[src/rtl/flash_loader_pkg.sv]
// Shared types and constants for the SPI-flash-to-cache boot loader.
package flash_loader_pkg;

  typedef enum logic [2:0] {
    StWait,
    StCmd,
    StAddr,
    StDummy,
    StRead,
    StWrite,
    StFinish,
    StIdle
  } state_e;

  localparam logic [7:0] FLASH_CMD_READ      = 8'h03;
  localparam logic [7:0] FLASH_CMD_FAST_READ = 8'h0B;

  // Valid-byte count (1..4) to cache byte-lane enables, low lanes first.
  function automatic logic [3:0] lane_mask(input logic [2:0] n);
    case (n)
      3'd1:    return 4'b0001;
      3'd2:    return 4'b0011;
      3'd3:    return 4'b0111;
      default: return 4'b1111;
    endcase
  endfunction

endpackage

[src/rtl/spi_byte_xfer.sv]
// Full-duplex 8-bit SPI mode-0 shifter with a CLK_DIV half-period divider.
module spi_byte_xfer #(
  parameter int unsigned CLK_DIV = 1
) (
  input  logic       clk,
  input  logic       rst,
  input  logic       start,
  input  logic [7:0] tx_byte,
  input  logic       miso,
  output logic       sck,
  output logic       mosi,
  output logic       busy,
  output logic       done,
  output logic [7:0] rx_byte
);
  localparam int unsigned DivW = (CLK_DIV > 1) ? $clog2(CLK_DIV) : 1;
  localparam logic [DivW-1:0] DivLast = DivW'(CLK_DIV - 1);

  logic [7:0]      tx_q, rx_q;
  logic [2:0]      bit_q;
  logic [DivW-1:0] div_q;
  logic            sck_q, mosi_q, busy_q;
  logic            phase_end;

  assign phase_end = busy_q && (div_q == DivLast);
  // Done fires on the edge that samples the last bit, so the caller can
  // queue the next byte before the trailing falling edge.
  assign done    = phase_end && !sck_q && (bit_q == 3'd7);
  assign rx_byte = {rx_q[6:0], miso};
  assign sck     = sck_q;
  assign mosi    = mosi_q;
  assign busy    = busy_q;

  always_ff @(posedge clk) begin
    if (rst) begin
      tx_q   <= '0;
      rx_q   <= '0;
      bit_q  <= '0;
      div_q  <= '0;
      sck_q  <= 1'b0;
      mosi_q <= 1'b0;
      busy_q <= 1'b0;
    end else if (!busy_q) begin
      if (start) begin
        busy_q <= 1'b1;
        tx_q   <= tx_byte;
        mosi_q <= tx_byte[7];
        bit_q  <= '0;
        div_q  <= '0;
      end
    end else if (phase_end) begin
      div_q <= '0;
      if (!sck_q) begin
        sck_q <= 1'b1;
        rx_q  <= {rx_q[6:0], miso};
      end else begin
        sck_q <= 1'b0;
        if (bit_q == 3'd7) begin
          // Back-to-back bytes continue without an extra low phase.
          if (start) begin
            tx_q   <= tx_byte;
            mosi_q <= tx_byte[7];
            bit_q  <= '0;
          end else begin
            busy_q <= 1'b0;
          end
        end else begin
          bit_q  <= bit_q + 3'd1;
          tx_q   <= {tx_q[6:0], 1'b0};
          mosi_q <= tx_q[6];
        end
      end
    end else begin
      div_q <= div_q + DivW'(1);
    end
  end

endmodule

[src/rtl/flash_loader.sv]
// SPI flash to cache boot loader. Define FLASH_LOADER_CHECKSUM_EN to add the
// running byte-sum output port 'checksum'.
module flash_loader
  import flash_loader_pkg::*;
#(
  parameter int unsigned CLK_DIV          = 1,
  parameter int unsigned STARTUP_WAIT     = 1_000_000,
  parameter logic [23:0] FLASH_START_ADDR = 24'h00_0000,
  parameter logic [31:0] DST_START_ADDR   = 32'h0000_0000,
  parameter int unsigned TRANSFER_BYTES   = 16,
  parameter bit          FAST_READ        = 1'b0
) (
  input  logic        clk,
  input  logic        rst,
  output logic        flash_clk,
  output logic        flash_mosi,
  output logic        flash_cs,
  input  logic        flash_miso,
  output logic [31:0] cache_address,
  output logic [31:0] cache_data_in,
  output logic [3:0]  cache_write_enable,
  input  logic        cache_busy,
  output logic        done,
`ifdef FLASH_LOADER_CHECKSUM_EN
  output logic [31:0] checksum,
`endif
  output logic [31:0] bytes_loaded
);
  state_e      state_q, state_d;
  logic [31:0] wait_q, wait_d, rcvd_q, rcvd_d, word_q, word_d;
  logic [31:0] addr_q, addr_d, data_q, data_d, loaded_q, loaded_d;
  logic [1:0]  idx_q, idx_d;
  logic [2:0]  lane_q, lane_d;
  logic [3:0]  we_q, we_d;
  logic        done_q, done_d, first_q, first_d, cs_q;

  logic       spi_start, spi_busy, spi_done;
  logic [7:0] spi_tx, spi_rx;

  spi_byte_xfer #(
    .CLK_DIV (CLK_DIV)
  ) u_spi (
    .clk     (clk),
    .rst     (rst),
    .start   (spi_start),
    .tx_byte (spi_tx),
    .miso    (flash_miso),
    .sck     (flash_clk),
    .mosi    (flash_mosi),
    .busy    (spi_busy),
    .done    (spi_done),
    .rx_byte (spi_rx)
  );

  always_comb begin
    state_d   = state_q;
    wait_d    = wait_q;
    rcvd_d    = rcvd_q;
    word_d    = word_q;
    addr_d    = addr_q;
    data_d    = data_q;
    loaded_d  = loaded_q;
    idx_d     = idx_q;
    lane_d    = lane_q;
    we_d      = we_q;
    done_d    = done_q;
    first_d   = first_q;
    spi_start = 1'b0;
    spi_tx    = 8'h00;
    unique case (state_q)
      StWait: begin
        if (wait_q + 32'd1 >= 32'(STARTUP_WAIT)) state_d = StCmd;
        else wait_d = wait_q + 32'd1;
      end
      StCmd: begin
        spi_start = 1'b1;
        spi_tx    = FAST_READ ? FLASH_CMD_FAST_READ : FLASH_CMD_READ;
        if (spi_done) begin
          state_d = StAddr;
          idx_d   = 2'd0;
        end
      end
      StAddr: begin
        spi_start = 1'b1;
        case (idx_q)
          2'd0:    spi_tx = FLASH_START_ADDR[23:16];
          2'd1:    spi_tx = FLASH_START_ADDR[15:8];
          default: spi_tx = FLASH_START_ADDR[7:0];
        endcase
        if (spi_done) begin
          if (idx_q == 2'd2) state_d = FAST_READ ? StDummy : StRead;
          else idx_d = idx_q + 2'd1;
        end
      end
      StDummy: begin
        spi_start = 1'b1;
        if (spi_done) state_d = StRead;
      end
      StRead: begin
        spi_start = 1'b1;
        if (spi_done) begin
          word_d = word_q | (32'(spi_rx) << {lane_q[1:0], 3'b000});
          lane_d = lane_q + 3'd1;
          rcvd_d = rcvd_q + 32'd1;
          if (lane_q == 3'd3 || rcvd_d == 32'(TRANSFER_BYTES)) begin
            state_d = StWrite;
            first_d = 1'b1;
            // Only the final word can be partial, so loaded_q is 4 * word index here.
            addr_d  = DST_START_ADDR + loaded_q;
            data_d  = word_d;
            we_d    = lane_mask(lane_d);
          end
        end
      end
      StWrite: begin
        if (first_q) begin
          first_d = 1'b0;
        end else if (!cache_busy) begin
          we_d     = 4'b0000;
          loaded_d = loaded_q + 32'(lane_q);
          addr_d   = addr_q + 32'd4;
          word_d   = '0;
          lane_d   = '0;
          state_d  = (rcvd_q == 32'(TRANSFER_BYTES)) ? StFinish : StRead;
        end
      end
      StFinish: begin
        done_d  = 1'b1;
        state_d = StIdle;
      end
      StIdle: ;
      default: state_d = StIdle;
    endcase
  end

  always_ff @(posedge clk) begin
    if (rst) begin
      state_q  <= StWait;
      wait_q   <= '0;
      rcvd_q   <= '0;
      word_q   <= '0;
      addr_q   <= '0;
      data_q   <= '0;
      loaded_q <= '0;
      idx_q    <= '0;
      lane_q   <= '0;
      we_q     <= '0;
      done_q   <= 1'b0;
      first_q  <= 1'b0;
      cs_q     <= 1'b1;
    end else begin
      state_q  <= state_d;
      wait_q   <= wait_d;
      rcvd_q   <= rcvd_d;
      word_q   <= word_d;
      addr_q   <= addr_d;
      data_q   <= data_d;
      loaded_q <= loaded_d;
      idx_q    <= idx_d;
      lane_q   <= lane_d;
      we_q     <= we_d;
      done_q   <= done_d;
      first_q  <= first_d;
      // Keep CS low until the shifter has parked SCK after the last bit.
      cs_q     <= !((state_d inside {StCmd, StAddr, StDummy, StRead, StWrite}) || spi_busy);
    end
  end

`ifdef FLASH_LOADER_CHECKSUM_EN
  logic [31:0] csum_q;
  always_ff @(posedge clk) begin
    if (rst) csum_q <= '0;
    else if (state_q == StRead && spi_done) csum_q <= csum_q + 32'(spi_rx);
  end
  assign checksum = csum_q;
`endif

  assign flash_cs           = cs_q;
  assign cache_address      = addr_q;
  assign cache_data_in      = data_q;
  assign cache_write_enable = we_q;
  assign done               = done_q;
  assign bytes_loaded       = loaded_q;

endmodule

[config.mk]
export PLATFORM = sky130hd
export DESIGN_NAME = flash_loader
export DESIGN_NICKNAME = d
export VERILOG_FILES = /design/src/rtl/flash_loader_pkg.sv /design/src/rtl/spi_byte_xfer.sv /design/src/rtl/flash_loader.sv
export SDC_FILE = /design/constraint.sdc
export NUM_CORES = 1
export LEC_CHECK = 0
export ABC_AREA = 1
export CAP_MARGIN = 0
export CORE_MARGIN = 8
export CORE_UTILIZATION = 59
export CTS_CLUSTER_SIZE = 16
export DETAILED_ROUTE_END_ITERATION = 10
export PLACE_DENSITY = 0.81
export SLEW_MARGIN = 5
export SYNTH_ARGS = -nofsm -noshare
export SYNTH_HDL_FRONTEND = slang
export SYNTH_HIERARCHICAL = 1
export SYNTH_SLANG_ARGS = --single-unit
[constraint.sdc]
create_clock -name clk -period 3.7 [get_ports clk]
set_clock_uncertainty 0.15 [all_clocks]
set_input_delay 0.74 -clock clk [delete_from_list [all_inputs] [get_ports clk]]
set_output_delay 0.74 -clock clk [all_outputs]
set_load 0.05 [all_outputs]
==> metrics.txt <==
top-count cell post-synth nand2_1; Max clock buf depth 3; CTS root buffer clkbuf_16; Mean Syn Cell Area 6.36 um^2; Worst EP arrival 3.49 ns; setup ws final 0.461 ns; H-tree depth 1; largest net degree at the start of global routing 98; DP HPWL 24300 um; routed vias/inst 5.38; final setup fails 0; Rows 54; Setup WS pre-CTS 0.474 ns; sequential share of the synthesized area 0.358; WP buf/inv 0; chip width 163 um; Top FF cell, synth dfxtp_1; worst skew pair latency 0.53 ns; post-synthesis cell type with the largest combined area dfxtp_1; Final nets 2104; TritonCTS Buffers 24; Vias 12800; Post-DRT Antenna Nets 0; number of max-cap violations 0; Crit path max-delay family simple AND/OR/NAND/NOR gates; starting DRC count in detailed routing 1034; CTS clk-pin slew, worst paths 0.06 ns; asr flop ratio synth 0; Setup TNS Final 0 ns; CP cell instances ha_1 -> nand3_1 -> nor2_2 -> nand2_2 -> nor2_2 -> nand3_1 -> nand2_1 -> nand2_1 -> nor2_1 -> nand3_1 -> nor2_1 -> nand3_2 -> o21ai_0 -> nor2_1; Congestion Overflow GR 0; RSZ-0062 raised after global routing false; post-CTS sizing 0; Hold WC Path Type flip-flop to flip-flop; Max Clk Rate 0.309 GHz; Yosys warning count 6; fin crit share 0.875; crit-path max cell delay 0.55 ns; Final Hold Vio Count 0; I/O pins 108; Max-slew headroom 0.305; share of the synthesized area in the top cell type 0.358; Starting Density 0.592; Max Slew Vio Count 0; main area contributors after synthesis dfxtp_1 36%, nand2_1 15%, nor2_1 9.8%; CP Launch Type flip-flop; Detailed Route WL 34000 um; nature of the critical path endpoint flip-flop; Max FO, Critical Path 36; post-CTS setup buffers 0; share of cells above drive strength 1 0.0519; Tmin final 3.24 ns; Post-synth EDFFs 0; TritonCTS clock tree built; count of state elements after synthesis 228; Sink Count 228; Wirelength per Cell 14.3 um; CTS Hold Bufs 0; GPL Wtd Cong 0.941; Ant. Diodes 0; Final Non-Filler Cells 2380; CP max-delay cell nand3_2; Die Y 163 um; initial antenna violation count 0; R2R Setup Slk 0.46 ns; Detailed Routing Iterations Pass 1 5; number of global-route vias before repair 11700; global-route wire length before repair 55800 um; # port buffers 107; Least-Margin Pin Slew 1.04 ns; top cells by count, synth 515 x nand2_1, 332 x nor2_1, 240 x inv_1, 228 x dfxtp_1, 125 x a21oi_1; # DRC 0; Pleak 0.00615 uW; library cells used by synthesis 44; CP required 3.96 ns; core area 21600 um^2; Power Density 347 nW/um^2; Max VDD drop 0.000400 V; status completed; kind of critical path flip-flop to flip-flop; GRT Overall Usage 0.248; DP Cell Count 2337; DIE AREA 26600 um^2; Layout Area Growth over Synthesis 16.0%; synthesized cell area 12800 um^2; Cells after Synth 2006
==> per-stage QoR <==
stage	total power, uW	area (um^2)	hold slack [ns]	util
2_1_floorplan	2620	12800	0.279	-
3_3_place_gp	2660	14000	0.290	0.649
3_5_place_dp	2660	14000	0.294	0.649
4_1_cts	5170	14800	0.303	0.687
5_1_grt	5280	14800	0.330	0.687
6_report	5140	14800	0.303	0.687
==> worst register-to-register path: stages, from the launching register on <==
cell and delay (ns):
dfxtp_1 0.41, ha_1 0.25, nand3_1 0.17, nor2_2 0.20, nand2_2 0.12, nor2_2 0.24
nand3_1 0.12, nand2_1 0.08, nand2_1 0.05, nor2_1 0.09, nand3_1 0.08, nor2_1 0.16
nand3_2 0.55, o21ai_0 0.39, nor2_1 0.06
==> path summary, 6_finish.rpt <==
| check | start | cells past startpoint | to |
|---|---|---|---|
| setup reg to reg | wait_q[0]$_SDFFE_PP0P_ | 14 | wait_q[10]$_SDFFE_PP0P_ |
| setup / recovery | wait_q[0]$_SDFFE_PP0P_ | 14 | wait_q[10]$_SDFFE_PP0P_ |
| hold reg to reg | done$_SDFFE_PP0N_ | 2 | done$_SDFFE_PP0N_ |
| hold / removal | done$_SDFFE_PP0N_ | 2 | done$_SDFFE_PP0N_ |
==> cell usage in the layout (no fill, tap or decap), types with 8 or more instances in the layout <==
master,instances
nand3_1,111
o21bai_1,23
a21oi_1,125
nor4_1,10
nand4_1,21
o21ai_0,107
nor2_4,8
nand3_2,18
buf_4,11
nor2_2,11
o21ai_1,9
clkdlybuf4s50_1,106
nand2_1,515
ha_1,16
dfxtp_1,228
nor3_1,60
inv_1,239
nor2_1,332
clkbuf_16,24
xor2_1,46
==> logic make-up (layout without fill, tap and decap cells) <==
| kind of cell | count (synthesis) | count (layout) | share of synthesized area |
|---|---|---|---|
| AND/OR/NAND/NOR | 1099 | 1099 | 0.366 |
| XOR/XNOR | 47 | 47 | 0.0322 |
| other | 1 | 6 | 0.000294 |
| AO/OA/AOI/OAI | 292 | 292 | 0.124 |
| buffers and inverters | 322 | 411 | 0.103 |
| adder cells (fa/ha/maj) | 17 | 17 | 0.0172 |
| flip-flops | 228 | 228 | 0.358 |
==> metal layers <==
metal  vias up  part of all wire  global-route usage
met5         -                 0                   0
met4         0             0.031              0.0913
met3        80             0.064              0.0355
met2       407              0.47               0.419
met1      5820              0.44               0.317
li1       6509                 -                   -
==> final cells by class <==
class / instances / area [um^2]
multi-input combinational: 1461 / 6910
fill: 1887 / 6740
sequential: 228 / 4560
timing repair buffer: 122 / 1230
inverter: 246 / 926
clock buffer: 34 / 698
tap: 280 / 350
clock inverter: 9 / 134
==> sequential cells by signal, summed over array words and instances (netlist names), 2 cells and up <==
name,flops
rcvd_q,32
cache_write_enable,4
wait_q,32
u_spi/rx_q,7
cache_address,32
cache_data_in,32
state_q,3
word_q,32
lane_q,3
bytes_loaded,32
u_spi/bit_q,3
idx_q,2
u_spi/tx_q,7
==> power breakdown <==
| part | switching [uW] | internal (uW) | total (uW) |
|---|---|---|---|
| logic | 96.0 | 33.6 | 130 |
| registers | 14.4 | 2470 | 2480 |
| clock network | 1010 | 1520 | 2530 |
| total | 1120 | 4020 | 5140 |
No activity file was read; power rests on OpenSTA's default activity.
